## config.mk

```make
export PLATFORM = sky130hd
export DESIGN_NAME = tis_node_core_p
export DESIGN_NICKNAME = d
export VERILOG_FILES = /design/src/rtl/tis_node_core_p.sv
export SDC_FILE = /design/constraint.sdc
export NUM_CORES = 1
export LEC_CHECK = 0
export ABC_AREA = 1
export CORE_AREA = 2 2 150 152
export CTS_CLUSTER_SIZE = 20
export DETAILED_ROUTE_END_ITERATION = 6
export DIE_AREA = 0 0 152 154
export GPL_TIMING_DRIVEN = 0
export MAX_ROUTING_LAYER = met4
export PLACE_DENSITY = 0.84
export SETUP_SLACK_MARGIN = 0.5
export SLEW_MARGIN = 20
export SYNTH_ARGS = -nofsm -noshare
export SYNTH_HDL_FRONTEND = slang
export SYNTH_SLANG_ARGS = --single-unit
```

## constraint.sdc

```tcl
create_clock -name clk -period 6.3 [get_ports clk]
set_input_delay 0.63 -clock clk [delete_from_list [all_inputs] [get_ports clk]]
set_output_delay 0.63 -clock clk [all_outputs]
set_load 0.005 [all_outputs]
```

## src/rtl/tis_node_core_p.sv

```systemverilog
// TIS-style grid execution node: one instruction per cycle, saturating ACC/BAK, valid/ack neighbour ports.
// Optional build macro TIS_STALL_CNT_EN adds the stall_cnt output (stall cycles, saturating at 16'hFFFF).
module tis_node_core_p #(
  parameter int DW     = 11,
  parameter int SAT    = 999,
  parameter int PDEPTH = 15,
  parameter int PCW    = 4,
  parameter int IW     = DW + 8
) (
  input  logic                 clk,
  input  logic                 rst,
  input  logic [PDEPTH*IW-1:0] prog,
  input  logic [PCW-1:0]       plen,
  input  logic [4*DW-1:0]      rd_data,
  input  logic [3:0]           rd_valid,
  output logic [3:0]           rd_ack,
  output logic [DW-1:0]        wr_data,
  output logic [3:0]           wr_valid,
  input  logic [3:0]           wr_ready,
  output logic [PCW-1:0]       pc,
  output logic [DW-1:0]        acc,
  output logic [DW-1:0]        bak
`ifdef TIS_STALL_CNT_EN
  ,
  output logic [15:0]          stall_cnt
`endif
);

  typedef enum logic [1:0] {RUN = 2'd0, READ = 2'd1, WRITE = 2'd2} state_t;

  localparam logic [3:0] OP_MOV = 4'd1, OP_SWP = 4'd2, OP_SAV = 4'd3, OP_ADD = 4'd4;
  localparam logic [3:0] OP_SUB = 4'd5, OP_NEG = 4'd6, OP_JMP = 4'd7, OP_JEZ = 4'd8;
  localparam logic [3:0] OP_JNZ = 4'd9, OP_JGZ = 4'd10, OP_JLZ = 4'd11, OP_JRO = 4'd12;
  localparam logic [2:0] C_ACC = 3'd1, C_ANY = 3'd2, C_LAST = 3'd3;
  localparam logic signed [DW:0] SAT_P  = (DW+1)'(SAT);
  localparam logic signed [DW:0] NSAT_P = -SAT_P;

  function automatic logic [DW-1:0] clampSat(input logic signed [DW:0] x);
    logic [DW-1:0] r;
    if (x > SAT_P) r = SAT_P[DW-1:0];
    else if (x < NSAT_P) r = NSAT_P[DW-1:0];
    else r = x[DW-1:0];
    return r;
  endfunction

  function automatic logic [1:0] lowIdx(input logic [3:0] m);
    logic [1:0] r;
    if (m[0]) r = 2'd0;
    else if (m[1]) r = 2'd1;
    else if (m[2]) r = 2'd2;
    else r = 2'd3;
    return r;
  endfunction

  state_t         state_r, stateNext_s;
  logic [PCW-1:0] pc_r, pcNext_s, seqPc_s, jmpTgt_s, jroTgt_s;
  logic [DW-1:0]  acc_r, accNext_s, bak_r, bakNext_s, wrData_r, wrDataNext_s, srcVal_s;
  logic [3:0]     wrValid_r, wrValidNext_s, rdAck_s, readMask_s, avail_s, wrWin_s;
  logic [2:0]     last_r, lastNext_s, dst_s, srcCode_s, dstCode_s;
  logic [IW-1:0]  instr_s;
  logic [3:0]     op_s;
  logic [DW-1:0]  src_s;
  logic [DW:0]    srcExt_s, sum_s, diff_s;
  logic [PCW+DW-1:0] jroSum_s;
  logic [1:0]     winDir_s;
  logic           imm_s, usesSrc_s, portSrc_s, active_s, jmpTake_s;

  // LAST is stored as the resolved port operand code (4..7) or NIL, so it substitutes directly.
  assign instr_s    = prog[pc_r*IW +: IW];
  assign op_s       = instr_s[IW-1 -: 4];
  assign dst_s      = instr_s[IW-5 -: 3];
  assign imm_s      = instr_s[IW-8];
  assign src_s      = instr_s[DW-1:0];
  assign srcCode_s  = (src_s[2:0] == C_LAST) ? last_r : src_s[2:0];
  assign dstCode_s  = (dst_s == C_LAST) ? last_r : dst_s;
  assign usesSrc_s  = (op_s == OP_MOV) || (op_s == OP_ADD) || (op_s == OP_SUB) || (op_s == OP_JRO);
  assign portSrc_s  = usesSrc_s && !imm_s && (srcCode_s[2] || (srcCode_s == C_ANY));
  assign readMask_s = (srcCode_s == C_ANY) ? 4'b1111 : (4'b0001 << srcCode_s[1:0]);
  assign avail_s    = rd_valid & readMask_s;
  assign winDir_s   = lowIdx(avail_s);
  assign active_s   = !rst && (state_r != WRITE) && (plen != {PCW{1'b0}}) && (pc_r < plen);
  assign wrWin_s    = wrValid_r & wr_ready;

  // Source operand selection.
  always_comb begin
    if (imm_s) srcVal_s = src_s;
    else if (srcCode_s == C_ACC) srcVal_s = acc_r;
    else if (portSrc_s) srcVal_s = rd_data[winDir_s*DW +: DW];
    else srcVal_s = {DW{1'b0}};
  end

  assign srcExt_s = {srcVal_s[DW-1], srcVal_s};
  assign sum_s    = {acc_r[DW-1], acc_r} + srcExt_s;
  assign diff_s   = {acc_r[DW-1], acc_r} - srcExt_s;
  assign seqPc_s  = (({1'b0, pc_r} + {{PCW{1'b0}}, 1'b1}) >= {1'b0, plen}) ?
                    {PCW{1'b0}} : pc_r + {{(PCW-1){1'b0}}, 1'b1};
  assign jmpTgt_s = (src_s[PCW-1:0] >= plen) ? {PCW{1'b0}} : src_s[PCW-1:0];
  assign jroSum_s = {{DW{1'b0}}, pc_r} + {{PCW{srcVal_s[DW-1]}}, srcVal_s};

  // JRO target clamped into the valid program window.
  always_comb begin
    if (jroSum_s[PCW+DW-1]) jroTgt_s = {PCW{1'b0}};
    else if (jroSum_s >= {{DW{1'b0}}, plen}) jroTgt_s = plen - {{(PCW-1){1'b0}}, 1'b1};
    else jroTgt_s = jroSum_s[PCW-1:0];
  end

  // Conditional jump decision on the current accumulator.
  always_comb begin
    case (op_s)
      OP_JMP:  jmpTake_s = 1'b1;
      OP_JEZ:  jmpTake_s = (acc_r == {DW{1'b0}});
      OP_JNZ:  jmpTake_s = (acc_r != {DW{1'b0}});
      OP_JGZ:  jmpTake_s = !acc_r[DW-1] && (acc_r != {DW{1'b0}});
      OP_JLZ:  jmpTake_s = acc_r[DW-1];
      default: jmpTake_s = 1'b0;
    endcase
  end

  // Next-state, execute and handshake logic.
  always_comb begin
    stateNext_s   = state_r;
    pcNext_s      = pc_r;
    accNext_s     = acc_r;
    bakNext_s     = bak_r;
    lastNext_s    = last_r;
    wrDataNext_s  = wrData_r;
    wrValidNext_s = wrValid_r;
    rdAck_s       = 4'b0000;
    case (state_r)
      WRITE: begin
        if (wrWin_s != 4'b0000) begin
          stateNext_s   = RUN;
          wrValidNext_s = 4'b0000;
          pcNext_s      = seqPc_s;
          if (wrValid_r == 4'b1111) lastNext_s = {1'b1, lowIdx(wrWin_s)};
          else lastNext_s = last_r;
        end else begin
          stateNext_s = WRITE;
        end
      end
      RUN, READ: begin
        if (!active_s) begin
          stateNext_s = RUN;
          pcNext_s    = {PCW{1'b0}};
        end else if (portSrc_s && (avail_s == 4'b0000)) begin
          stateNext_s = READ;
        end else begin
          stateNext_s = RUN;
          pcNext_s    = seqPc_s;
          if (portSrc_s) begin
            rdAck_s = 4'b0001 << winDir_s;
            if (srcCode_s == C_ANY) lastNext_s = {1'b1, winDir_s};
            else lastNext_s = last_r;
          end else begin
            rdAck_s = 4'b0000;
          end
          case (op_s)
            OP_MOV: begin
              if (dstCode_s == C_ACC) begin
                accNext_s = clampSat(srcExt_s);
              end else if (dstCode_s[2] || (dstCode_s == C_ANY)) begin
                stateNext_s   = WRITE;
                pcNext_s      = pc_r;
                wrDataNext_s  = srcVal_s;
                wrValidNext_s = (dstCode_s == C_ANY) ? 4'b1111 : (4'b0001 << dstCode_s[1:0]);
              end else begin
                accNext_s = acc_r;
              end
            end
            OP_SWP: begin
              accNext_s = bak_r;
              bakNext_s = acc_r;
            end
            OP_SAV: bakNext_s = acc_r;
            OP_ADD: accNext_s = clampSat(sum_s);
            OP_SUB: accNext_s = clampSat(diff_s);
            OP_NEG: accNext_s = {DW{1'b0}} - acc_r;
            OP_JMP, OP_JEZ, OP_JNZ, OP_JGZ, OP_JLZ: begin
              if (jmpTake_s) pcNext_s = jmpTgt_s;
              else pcNext_s = seqPc_s;
            end
            OP_JRO:  pcNext_s = jroTgt_s;
            default: pcNext_s = seqPc_s;
          endcase
        end
      end
      default: stateNext_s = RUN;
    endcase
  end

  // Architectural state registers.
  always_ff @(posedge clk) begin
    if (rst) begin
      state_r   <= RUN;
      pc_r      <= {PCW{1'b0}};
      acc_r     <= {DW{1'b0}};
      bak_r     <= {DW{1'b0}};
      last_r    <= 3'd0;
      wrData_r  <= {DW{1'b0}};
      wrValid_r <= 4'b0000;
    end else begin
      state_r   <= stateNext_s;
      pc_r      <= pcNext_s;
      acc_r     <= accNext_s;
      bak_r     <= bakNext_s;
      last_r    <= lastNext_s;
      wrData_r  <= wrDataNext_s;
      wrValid_r <= wrValidNext_s;
    end
  end

  assign rd_ack   = rdAck_s;
  assign wr_data  = wrData_r;
  assign wr_valid = wrValid_r;
  assign pc       = pc_r;
  assign acc      = acc_r;
  assign bak      = bak_r;

`ifdef TIS_STALL_CNT_EN
  logic [15:0] stallCnt_r;
  logic        stallCycle_s;

  assign stallCycle_s = (state_r != RUN) || (active_s && portSrc_s && (avail_s == 4'b0000));

  // Saturating count of cycles spent waiting on a neighbour.
  always_ff @(posedge clk) begin
    if (rst) stallCnt_r <= 16'h0000;
    else if (stallCycle_s && (stallCnt_r != 16'hFFFF)) stallCnt_r <= stallCnt_r + 16'h0001;
    else stallCnt_r <= stallCnt_r;
  end

  assign stall_cnt = stallCnt_r;
`endif

endmodule
```

==> results.md <==
Final layout:
- At the end of the flow the core is filled with cells to 0.636.
- Once layout is complete, the cells apart from fillers number around 2,200.
- In the final layout, the share of cells above drive strength 1 is 0.158.
- For this run, the post-layout net count is between 2,000 and 2,500.
- The number of inserted filler cells in the final layout is ~2,000.
- The area growth from synthesis to final layout is 68.0%.
- After routing the design area is approximately 14,000 µm².

Global route:
- Entering global routing, the biggest net connects 13 pins.
- The busiest layer in global routing is met2.
- The total overflow reported by the global router is 0.
- The met1 global-route usage is 0.458.
- For met3 alone, demand over resource in global routing was 0.0674.
- Across every metal layer, demand over resource in global routing totals 0.371.
- The via count of the first global-routing pass came to approximately 12,000.
- For met2 alone, demand over resource in global routing was 0.609.
- The first-pass GRT wire length is ~67,000 µm.
- The number of antenna violations at the first check in global routing came to 4.

Die:
- The die extent in y is 154 µm.
- The die width is ~150 µm.
- The I/O pin total is a little under 400.
- The core box area is ~22,000 µm².
- The floorplan step defined a die boundary enclosing roughly 23,000 µm².
- The initialized floorplan defines 54 standard-cell rows.
- The initial core utilization is 0.379.

Worst setup path:
- The worst setup path category is reg2reg.
- The endpoint of the worst register-to-register path is acc[1]$_SDFFE_PP0P_.
- The data required time at the worst endpoint is roughly 6400 ps.
- Together, buffers and inverters on the worst path number 7.
- Among all stages on the critical path, the largest delay is contributed by or3b_4.
- The sort of element at the start of the critical path is a flip-flop.
- For the worst setup path, the data arrival time is between 6000 and 7000 ps.
- The minimum setup slack among reg-to-reg paths is roughly 400 ps.
- The critical path's top delay family is compound AO/OA/AOI/OAI gates.
- The type of element capturing the critical path is a flip-flop.
- The count of cells along the worst register-to-register path is between 40 and 50.
- The cell with the most instances on the worst path is nand3_2.
- On the worst path, the slowest cell contributes a delay of roughly 420 ps.
- The maximum fanout along the worst path is 7.
- The critical register-to-register path startpoint is pc[0]$_SDFFE_PP0P_.

Yosys:
- The multiplexer share of the synthesized area is 0.
- The share of the synthesized area in compound gates (AO/OA/AOI/OAI) is 0.288.
- The number of enable-type register cells in the synthesized netlist is 0.
- The number of unique standard cell types used by synthesis is 61.
- Of the post-synthesis cell area, the dominant cell type holds 0.149.
- By area the synthesized netlist is led by nand2_1, dfxtp_1, o21ai_0.
- In the synthesized netlist, the cells that appear most often are nand2_1, nor2_1, inv_1.
- The top cell type by total area after synthesis is nand2_1.
- The synthesized cell area is 8210 µm².
- The post-synthesis sequential area ratio is 0.112.
- Of the total synthesized cell area, the portion taken by AND, OR, NAND and NOR gates is 0.383.
- The leading register cell type out of synthesis is dfxtp_1.
- Each instance of the synthesized netlist takes up on average between 5 and 6 µm².
- The post-synthesis share of cell area spent on full adders, half adders and majority gates is 0.0780.
- Synthesis produced a netlist whose cell count is roughly 1,400.
- Of the total synthesized cell area, the portion taken by XOR and XNOR cells is 0.0190.
- The total nets after synthesis is around 1,800.
- The most frequent cell after synthesis is nand2_1.
- By area, the combinational part of the netlist is dominated by simple AND/OR/NAND/NOR gates.
- The warning count from the yosys run is 0.
- The synthesized design contains 46 register bits.
- The share of async-settable or async-resettable flops after synthesis is 0.

STA:
- The final critical-path share of the clock period is 0.935.
- Setup slack on the critical path of the routed design comes to 411 ps.
- The max-slew headroom at the worst pin is 0.447.
- Timing would allow up to 170 MHz.
- The final count of hold timing violations came to 0.
- The slew of the pin with the lowest slew margin is 829 ps.
- Setup repair after global routing could not meet its margin everywhere.
- The number of setup violations in the final report is 0.
- Clock skew on the completed layout was measured at 5.42 ps.
- The sum of negative setup slack is 0 ps.
- The routed design could run at a clock period as short as 5890 ps.
- The worst hold-check slack is 478 ps.
- The count of pins over their slew limit came to 0.

Pwr:
- VDD sags by at most between 0.2 and 0.3 mV.
- The total power of the final layout is about 7.4 mW.
- Dividing total power by cell area gives a power density of around 530 nW/µm².
- For this design the static power due to leakage is roughly 6.0 nW.

Clock tree:
- The maximum clock path buffer count is 2.
- The later-pin clock latency in the skew report is 300 ps.
- The CTS tree is done.
- The clock sink count is 46.
- Counting the buffers created by CTS gives 5.
- The number of buffers inserted for hold repair after clock tree synthesis is 0.
- Clock tree synthesis selected as its root buffer the cell clkbuf_16.
- The H-tree depth is 2.
- Clock-pin slew was measured on the worst setup and hold paths at approximately 70 ps.

Route:
- After detailed routing, the average wire length per cell comes to 20.9 µm.
- The vias after detailed routing is 12,500.
- The pre-antenna-repair detailed-routing pass consisted of 6 iterations.
- The post-route antenna net violation count is 0.
- The post-route DRC violation count is 0.
- The DRC violation total after the first TritonRoute iteration is roughly 1,200.
- Dividing the detail-routed via count by the number of cells gives approximately 5.7.
- The final routed wirelength across all metal layers is about 46,000 µm.

Placement:
- Buffers placed on the I/O ports in this run total 386.
- The pre-CTS worst setup slack is -1190 ps.
- At the end of routability-driven placement, the weighted congestion stood at 1.03.
- The number of placed instances, taps included, is ~2,100.
- The total half-perimeter wirelength after legalization and detailed placement is roughly 36,000 µm.
- The cell area reported after detailed placement is 12,400 µm².

Run status:
- The flow ran to the end, and the final reports show no timing, DRC or antenna violations.

Min path:
- Counting instances, the worst hold path has a depth of 2.
- The worst hold path begins at bak[2]$_SDFFE_PP0P_.
- In this run the worst hold path is classified as reg2reg.
- For hold timing, the worst endpoint is bak[2]$_SDFFE_PP0P_.

Flow run:
- The reported max-cap violation count is 0.
## logic make-up (layout without fill, tap and decap cells)
group,Yosys count,count (layout)
compound gates,394,394
xor+xnor,17,17
fa+ha+maj,50,50
buf+inv,232,691
flops,46,46
other cells,0,5
simple gates,697,697
## area by class of cell
type / instances / area [µm²] / area share
Antenna cell: 5 / 12.5 / 0.000907
Buffer: 71 / 434 / 0.0315
Clock buffer: 7 / 133 / 0.00961
Inverter: 161 / 636 / 0.0461
Multi-Input combinational cell: 1158 / 6870 / 0.498
Sequential cell: 46 / 931 / 0.0675
Tap cell: 280 / 350 / 0.0254
Timing Repair Buffer: 452 / 4440 / 0.322
## registers in the layout (all words and copies together), names as in the netlist
name,cells
wr_data,11
state_r,2
wr_valid,4
acc,11
bak,11
last_r,3
pc,4
## worst min-delay path: stages (launching register included)
cell     delay (ps)
dfxtp_1         330
inv_1            50
a21oi_1          50
## how the worst max path moves through the flow
| stage | from | endpoint | slack, ps | cells past startpoint |
|---|---|---|---|---|
| finish | pc[0]$_SDFFE_PP0P_ | acc[1]$_SDFFE_PP0P_ | 410 | 42 |
| global route | prog[211] | acc[4]$_SDFFE_PP0P_ | 180 | 41 |
| floorplan | pc[1]$_SDFFE_PP0P_ | acc[1]$_SDFFE_PP0P_ | 760 | 42 |
| global placement | prog[1] | acc[1]$_SDFFE_PP0P_ | -1140 | 41 |
| CTS | pc[0]$_SDFFE_PP0P_ | acc[1]$_SDFFE_PP0P_ | 420 | 44 |
| detailed placement | prog[1] | acc[1]$_SDFFE_PP0P_ | -1190 | 41 |
## per-layer routing
layer | up-vias | wire, µm | part of all wire
met2 | 771 | 21300 | 0.47
met3 | 137 | 4460 | 0.098
met4 | 0 | 1810 | 0.040
li1 | 5810 | - | -
met5 | - | 0 | 0
met1 | 5743 | 18000 | 0.39
## cells in the final DEF (no fill, tap or decap), types with 7 or more instances in the layout
cell,Yosys,routed
clkdlybuf4s50_1,0,355
nand2_1,327,306
nor2_1,157,153
inv_1,142,137
o21ai_0,136,126
a21oi_1,109,97
nand3_1,104,80
buf_4,1,59
ha_1,48,42
dfxtp_1,46,42
nand2_2,24,39
clkbuf_1,36,31
nand4_1,29,29
o211ai_1,27,27
nand3_2,5,27
o21ai_1,22,22
dlygate4sd2_1,0,18
nand2_4,9,15
o2111ai_1,15,15
a21oi_2,5,15
nor2_4,9,14
nor3_1,15,14
buf_2,14,13
inv_2,12,13
a221oi_1,13,13
dlymetal6s2s_1,0,13
o21ai_2,4,12
buf_6,11,11
a22oi_1,12,11
xor2_1,14,11
a31oi_1,11,10
clkbuf_2,0,8
nor2_2,8,7
a211oi_1,9,7
## where the power goes
part / total [mW] / switching [mW] / internal (mW)
registers: 0.513 / 0.145 / 0.368
logic: 6.59 / 4.14 / 2.45
clock network: 0.269 / 0.123 / 0.146
## repair_timing
action / in CTS / in global routing
cloned: 2 / 0
pin swaps: 57 / 88
buffers inserted: 39 / 25
resized for setup: 120 / 97
endpoints found under the setup margin: 15 / 15
Note: power is estimated with default switching activity, not from simulation.
